==> src/rtl/decoder_5to32_strobe_if.sv <==
// Request handshake and strobe bus between control sequencing and the 5-to-32 strobe decoder.
interface decoder_5to32_strobe_if;
    localparam int unsigned CODE_W = 5;
    localparam int unsigned BUS_W  = 32;

    logic              req_valid;
    logic [CODE_W-1:0] req_code;
    logic              req_ready;
    logic [BUS_W-1:0]  dec_out;
    logic              strobe_active;
    logic              null_seen;
    logic              done;

    modport master (
        output req_valid, req_code,
        input  req_ready, dec_out, strobe_active, null_seen, done
    );

    modport slave (
        input  req_valid, req_code,
        output req_ready, dec_out, strobe_active, null_seen, done
    );
endinterface

==> src/rtl/decoder_5to32_strobe.sv <==
// Drives a one-hot register strobe for HOLD_CYCLES per request, then forces GAP_CYCLES
// of all-zero bus so consecutive strobes can never overlap or touch.
module decoder_5to32_strobe #(
    parameter int unsigned HOLD_CYCLES = 1,
    parameter int unsigned GAP_CYCLES  = 1,
    parameter int unsigned NULL_CODE   = 31
) (
    input  logic                    clock,
    input  logic                    clear,
    decoder_5to32_strobe_if.slave   bus
);
    localparam int unsigned BUS_W   = 32;
    localparam int unsigned MAX_CYC = (HOLD_CYCLES > GAP_CYCLES) ? HOLD_CYCLES : GAP_CYCLES;
    localparam int unsigned CNT_W   = (MAX_CYC <= 1) ? 1 : $clog2(MAX_CYC);

    typedef enum logic [1:0] {
        S_IDLE  = 2'd0,
        S_DRIVE = 2'd1,
        S_GAP   = 2'd2
    } state_t;

    state_t             state_q, state_d;
    logic [CNT_W-1:0]   cnt_q, cnt_d;
    logic [BUS_W-1:0]   dec_q, dec_d;
    logic               active_q, active_d;
    logic               null_q, null_d;
    logic               done_q, done_d;
    logic               is_null_c;

    assign is_null_c = (32'(bus.req_code) == NULL_CODE);

    // Next-state and next-output logic; outputs fall to zero unless a branch keeps them.
    always_comb begin
        state_d  = state_q;
        cnt_d    = cnt_q;
        dec_d    = '0;
        active_d = 1'b0;
        null_d   = 1'b0;
        done_d   = 1'b0;

        case (state_q)
            S_IDLE: begin
                if (bus.req_valid) begin
                    state_d  = S_DRIVE;
                    cnt_d    = CNT_W'(HOLD_CYCLES - 1);
                    dec_d    = is_null_c ? '0 : (BUS_W'(1) << bus.req_code);
                    active_d = 1'b1;
                    null_d   = is_null_c;
                    done_d   = (HOLD_CYCLES == 1);
                end
            end
            S_DRIVE: begin
                if (cnt_q == '0) begin
                    if (GAP_CYCLES > 0) begin
                        state_d = S_GAP;
                        cnt_d   = CNT_W'(GAP_CYCLES - 1);
                    end else begin
                        state_d = S_IDLE;
                    end
                end else begin
                    cnt_d    = cnt_q - CNT_W'(1);
                    dec_d    = dec_q;
                    active_d = 1'b1;
                    null_d   = null_q;
                    done_d   = (cnt_q == CNT_W'(1));
                end
            end
            S_GAP: begin
                if (cnt_q == '0) begin
                    state_d = S_IDLE;
                end else begin
                    cnt_d = cnt_q - CNT_W'(1);
                end
            end
            default: begin
                state_d = S_IDLE;
                cnt_d   = '0;
            end
        endcase
    end

    // State and registered outputs; clear wins over everything, aborting any strobe.
    always_ff @(posedge clock) begin
        if (clear) begin
            state_q  <= S_IDLE;
            cnt_q    <= '0;
            dec_q    <= '0;
            active_q <= 1'b0;
            null_q   <= 1'b0;
            done_q   <= 1'b0;
        end else begin
            state_q  <= state_d;
            cnt_q    <= cnt_d;
            dec_q    <= dec_d;
            active_q <= active_d;
            null_q   <= null_d;
            done_q   <= done_d;
        end
    end

    assign bus.req_ready     = (state_q == S_IDLE);
    assign bus.dec_out       = dec_q;
    assign bus.strobe_active = active_q;
    assign bus.null_seen     = null_q;
    assign bus.done          = done_q;
endmodule
==> src/flat_wrapper.sv <==
// flat-port wrapper written by rule: the top's interface ports become plain ports
module decoder_5to32_strobe_flat 
#(
    parameter int unsigned HOLD_CYCLES = 1,
    parameter int unsigned GAP_CYCLES  = 1,
    parameter int unsigned NULL_CODE   = 31
)
  (clock, clear, bus_req_valid, bus_req_code, bus_req_ready, bus_dec_out, bus_strobe_active, bus_null_seen, bus_done);
  decoder_5to32_strobe_if bus_i ();
  input  logic clock;
  input  logic clear;
  input wire logic [$bits(bus_i.req_valid)-1:0] bus_req_valid;
  input wire logic [$bits(bus_i.req_code)-1:0] bus_req_code;
  output wire logic [$bits(bus_i.req_ready)-1:0] bus_req_ready;
  output wire logic [$bits(bus_i.dec_out)-1:0] bus_dec_out;
  output wire logic [$bits(bus_i.strobe_active)-1:0] bus_strobe_active;
  output wire logic [$bits(bus_i.null_seen)-1:0] bus_null_seen;
  output wire logic [$bits(bus_i.done)-1:0] bus_done;
  assign bus_i.req_valid = bus_req_valid;
  assign bus_i.req_code = bus_req_code;
  assign bus_req_ready = bus_i.req_ready;
  assign bus_dec_out = bus_i.dec_out;
  assign bus_strobe_active = bus_i.strobe_active;
  assign bus_null_seen = bus_i.null_seen;
  assign bus_done = bus_i.done;
  decoder_5to32_strobe #(.HOLD_CYCLES(HOLD_CYCLES), .GAP_CYCLES(GAP_CYCLES), .NULL_CODE(NULL_CODE)) u_core (.clock(clock), .clear(clear), .bus(bus_i));
endmodule
==> config.mk <==
export PLATFORM = sky130hd
export DESIGN_NAME = decoder_5to32_strobe_flat
export DESIGN_NICKNAME = d
export VERILOG_FILES = /design/src/rtl/decoder_5to32_strobe_if.sv /design/src/rtl/decoder_5to32_strobe.sv /design/src/flat_wrapper.sv
export SDC_FILE = /design/constraint.sdc
export NUM_CORES = 1
export LEC_CHECK = 0
export ABC_AREA = 1
export BUFFER_PORTS_ARGS = -buffer_cell sky130_fd_sc_hd__buf_2
export CORE_MARGIN = 2
export CORE_UTILIZATION = 25
export CTS_BUF_LIST = sky130_fd_sc_hd__clkbuf_4
export DETAILED_ROUTE_END_ITERATION = 12
export GPL_TIMING_DRIVEN = 0
export PLACE_DENSITY = 0.54
export SLEW_MARGIN = 40
export SYNTH_ARGS = -nofsm -noshare
export SYNTH_HDL_FRONTEND = slang
export SYNTH_SLANG_ARGS = --single-unit
==> constraint.sdc <==
create_clock -name clock -period 1.14 [get_ports clock]
set_input_delay 0.114 -clock clock [delete_from_list [all_inputs] [get_ports clock]]
set_output_delay 0.114 -clock clock [all_outputs]
set_load 0.02 [all_outputs]
==> results_dict.tcl, run 1 <==
set metrics [dict create \
    status "completed" \
    place_congestion 0.7727 \
    core_area_um2 4354 \
    path_clk_slew_ns 0.08 \
    hold_viol_final 0 \
    post-route-period-util 0.8932 \
    synth_nets 119 \
    power_frac_comb 0.076 \
    drc 0 \
    rsz0062_at_grt "false" \
    cts_resized 0 \
    power_frac_clock 0.302 \
    place_inst 204 \
    utilization 0.3345 \
    final_nets 167 \
    worstSetupPathType "flop to output port" \
    worst_setup_path_end_kind "output port" \
    cts_root_buf "clkbuf_4" \
    seqPwrFrac 0.622 \
    peakVddDrop_mv 0.4059 \
    synth_seq_cells 36 \
    grt_overflow 0 \
    die_y_um 71.41 \
    p_per_area_nw_per_um2 1408 \
    worst_clock_skew_ns 0.008941 \
    p_leak_nw 0.6926 \
    num_vias 851 \
    grt_pass1_wl_mm 3.726 \
    cell_internal_pwr_mw 1.569 \
    layout_common_cells "43 x buf_2, 36 x dfxtp_1, 26 x nor2_1" \
    max_cap_viol_count 0 \
    cts.sinks 36 \
    clock_latency_ns 0.33 \
    drive_above_1_share 0.4465 \
    crit_fanout 2 \
    cts_buffer_depth 2 \
    final_antenna_net_count 0 \
    fmaxAchievable_mhz 982.1 \
    synth.cell_area_um2 1136 \
    die-area_um2 5099 \
    post-route-min-period_ns 1.018 \
    switching_share 0.2349 \
    routed_wl_mm 2.218 \
    post_cts_buffers 0 \
    power_switching_uw 481.7 \
    drtIter0Drc 34 \
    rows 24 \
    worstPathArrival_ns 0.90 \
    hold_class "input pin to flop" \
    firstDrtPassIters 3 \
    syn2layout_area_growth_pct 28.19 \
    startpoint_type "flop" \
    hold_buffers 0 \
    syn_inst 111 \
    syn_avg_cell_area_um2 10.24 \
    dp_hpwl_mm 1.657 \
    finalSetupViolCount 0 \
    synth_warnings 0 \
    numCtsBuffers 5 \
    n_antenna_cell 0 \
    fin_tns_setup_ns 0 \
    synthDistinctLibCells 17 \
    grt_usage 0.09968 \
    power_mw 2.050 \
    initial_utilization 0.2609 \
    yosysSeqAreaShare 0.6344 \
    portBuffers 41 \
    antenna_found_initial 0 \
    die_x_um 71.41 \
    ios 44 \
    grt_pass1_vias 791 \
    post_drt_wl_per_cell_um 10.51 \
    instances_no_fill 211 \
    htreeDepth 2 \
    viasPerCell 4.033 \
    cts_tree "yes" \
    drv_slew 0 \
    fin_hold_ws_ns 0.08416 \
    cp.required_ns 1.03 \
    grt_max_degree 11 \
    final_common_cell "buf_2" \
]
[final cells by class]
cell class	count	area, um^2
Clock inverter	1	5.005
Buffer	4	37.54
Timing Repair Buffer	41	205.2
Tap cell	52	65.06
Fill cell	472	2898
Multi-Input combinational cell	61	340.3
Sequential cell	36	720.7
Inverter	10	37.54
Clock buffer	6	45.04
[metrics by stage]
step,setup slack (ns),cell area (um^2)
after floorplan,0.2307,1136
after global placement,0.1544,1406
after detailed placement,0.1522,1406
after CTS,0.1023,1456
after global routing,0.04792,1456
final,0.1217,1456
[synth_stat cells (all sizes together)]
master | instances | share of area
buf | 4 | 0.033
nand2 | 9 | 0.050
conb | 1 | 0.0033
dfxtp | 36 | 0.63
nor2 | 37 | 0.17
nand4 | 12 | 0.066
inv | 10 | 0.033
nand3 | 2 | 0.013
[routing by layer]
| layer | global-route usage | wire, um | vias to the layer above |
|---|---|---|---|
| li1 | - | - | 440 |
| met1 | 0.1156 | 922 | 375 |
| met2 | 0.1420 | 1040 | 28 |
| met3 | 0.04219 | 167 | 8 |
| met4 | 0.08176 | 88 | 0 |
| met5 | 0 | 0 | - |
[worst max-delay path, stage by stage, from the launching register on]
cell	delay (ns)
dfxtp_1	0.32
buf_4	0.12
buf_2	0.15
[power groups by stage]
stage	Combinational (mW)	Sequential (mW)	Clock [mW]
after floorplan	0.0993	1.32	0
after global placement	0.158	1.30	0
after detailed placement	0.159	1.30	0
after CTS	0.159	1.27	0.655
after global routing	0.174	1.28	0.708
final	0.157	1.27	0.619
[registers in the layout, summed over array words and instances (netlist names)]
register / flops
u_core.bus.dec_out: 32
u_core.bus.done: 1
u_core.bus.null_seen: 1
u_core.state_q: 2
[cells by family (layout without fill, tap and decap cells)]
| family | Yosys count | in the layout | synth area share |
|---|---|---|---|
| buf+inv | 14 | 62 | 0.06609 |
| flops | 36 | 36 | 0.6344 |
| other cells | 1 | 1 | 0.003301 |
| simple gates | 60 | 60 | 0.2962 |
[final timing paths]
kind	cells past startpoint	slack, ns	from	endpoint
worst max register to register	6	0.16	u_core.state_q[0]$_SDFFE_PP0P_	u_core.bus.dec_out[9]$_SDFF_PP0_
worst min register to register	2	0.48	u_core.state_q[0]$_SDFFE_PP0P_	u_core.state_q[1]$_SDFFE_PP0P_
worst min-delay path	3	0.08	bus_req_valid	u_core.bus.done$_SDFF_PP0_
worst max-delay path	2	0.12	u_core.bus.done$_SDFF_PP0_	bus_strobe_active
(Power assumes the default switching activity.)
==> run 2, diff against run 1 <==
- CORE_ASPECT_RATIO: unset -> 0.5
- CTS_CLUSTER_SIZE: unset -> 8
- GPL_TIMING_DRIVEN: 0 -> unset
==> run 2 against run 1 <==
Against the previous run:
- global-route usage down 1.3 points
- clock skew down 0.0011 ns
- largest power group unchanged
- clock power rose by 35%
- sequential cell count unchanged
- via count increased by 0.71%
- setup slack worse by 0.018 ns
- sequential share of layout area shrank 0.13 points
- power up 10%
- critical path type unchanged
- highest routed layer unchanged
- register-to-register slack barely moved
- core utilization is 0.12 points lower
- maximum frequency shrank 1.7%
- sequential power is essentially flat
==> results_dict.tcl, run 2 (synthesized netlist as in run 1, its figures left out) <==
set metrics [dict create \
    layout_common_cells "43 x buf_2, 36 x dfxtp_1, 26 x nor2_1" \
    hold_buffers 0 \
    fmaxAchievable_mhz 964.9 \
    initial_utilization 0.2593 \
    n_antenna_cell 0 \
    multiInputGateArea_um2 340.3 \
    ios 44 \
    grt_overflow 0 \
    routed_wl_mm 2.100 \
    worstSetupPathType "flop to output port" \
    drive_above_1_share 0.4304 \
    place_congestion 0.7613 \
    post_drt_wl_per_cell_um 9.767 \
    grt_usage 0.08636 \
    cts.sinks 36 \
    largest_reg_flops 32 \
    clock_latency_ns 0.34 \
    fin_tns_setup_ns 0 \
    syn2layout_area_growth_pct 28.52 \
    p_leak_nw 0.6857 \
    die_y_um 51.67 \
    drv_slew 0 \
    final_nets 165 \
    max_stage_delay_ns 0.33 \
    num_vias 857 \
    grt_pass1_vias 764 \
    fill_cells 466 \
    post_cts_buffers 0 \
    startpoint_type "flop" \
    numCtsBuffers 5 \
    dp_hpwl_mm 1.635 \
    firstDrtPassIters 4 \
    core_area_um2 4382 \
    worst_setup_path_end_kind "output port" \
    place_area_um2 1385 \
    final_common_cell "buf_2" \
    portBuffers 43 \
    htreeDepth 2 \
    cp.required_ns 1.03 \
    cts_resized 0 \
    max_cap_viol_count 0 \
    final_antenna_net_count 0 \
    post-route-period-util 0.9091 \
    worst_slack_ns 0.1036 \
    path_clk_slew_ns 0.10 \
    hold_class "input pin to flop" \
    cts_tree "yes" \
    crit_family "flip-flops" \
    worstPathArrival_ns 0.92 \
    regArea_um2 720.7 \
    peakVddDrop_mv 0.6159 \
    antenna_found_initial 0 \
    grt_max_degree 17 \
    viasPerCell 3.986 \
    dp_slack_ns 0.1781 \
    cp_slowest_cell "dfxtp_1" \
    rows 17 \
    drc 0 \
    cts_root_buf "clkbuf_4" \
    reg2reg_slack_ns 0.16 \
    cts_buffer_depth 2 \
    hold_viol_final 0 \
    die-area_um2 5132 \
    rsz0062_at_grt "false" \
    crit_fanout 2 \
    post-route-min-period_ns 1.036 \
    cp_num_buf_inv 1 \
    status "completed" \
    grt_pass1_wl_mm 3.318 \
    design_area_um2 1460 \
    p_per_area_nw_per_um2 1547 \
    die_x_um 99.34 \
    crit_chain "nor2_1 > buf_2" \
    worst_clock_skew_ns 0.007855 \
    drtIter0Drc 28 \
    finalSetupViolCount 0 \
]
## run 2: cell count changes in the layout (fill, tap and decap cells not counted), sizes merged
| cell | before | now |
|---|---|---|
| bufinv | 0 | 1 |
| clkinv | 1 | 2 |
| buf | 45 | 43 |
| clkbuf | 6 | 5 |
## run 2: power by group
group	total [mW]	switching [mW]	internal, mW
Sequential	1.27	0.00465	1.27
Clock	0.837	0.390	0.448
Combinational	0.147	0.106	0.0405
Total	2.26	0.501	1.76
## run 2: worst reg2reg max path, stage by stage, from the launching register on
cell     delay [ns]
dfxtp_1        0.34
inv_2          0.08
nand2_4        0.07
nor2_8         0.14
nand2_4        0.17
nor2_2         0.12
## run 2: per-layer routing
layer,vias up,GRT usage,wire (um)
met1,390,0.09508,889
met3,8,0.03629,110
met5,-,0,0
met4,0,0.06164,57
li1,441,-,-
met2,18,0.1374,1043
## run 2: cell type report
type / count / area share
Clock buffer: 5 / 0.02571
Multi-Input combinational cell: 61 / 0.2331
Clock inverter: 3 / 0.02571
Timing Repair Buffer: 43 / 0.1474
Tap cell: 57 / 0.04884
Inverter: 10 / 0.02571
Sequential cell: 36 / 0.4936
## run 2: path summary, 6_finish.rpt
path / from / cells past startpoint / to
max: u_core.state_q[1]$_SDFFE_PP0P_ / 2 / bus_req_ready
max reg2reg: u_core.state_q[0]$_SDFFE_PP0P_ / 5 / u_core.bus.dec_out[10]$_SDFF_PP0_
min: bus_req_valid / 3 / u_core.bus.done$_SDFF_PP0_
min reg2reg: u_core.state_q[0]$_SDFFE_PP0P_ / 2 / u_core.state_q[1]$_SDFFE_PP0P_
## run 2: per-stage QoR
step	util	total power [mW]	instances	hold slack (ns)
2_1_floorplan	-	1.416	111	0.2840
3_3_place_gp	0.3161	1.449	207	0.4242
3_5_place_dp	0.3161	1.452	207	0.4312
4_1_cts	0.3332	2.294	215	0.05747
5_1_grt	0.3332	2.353	215	0.05978
6_report	0.3332	2.259	215	0.06510
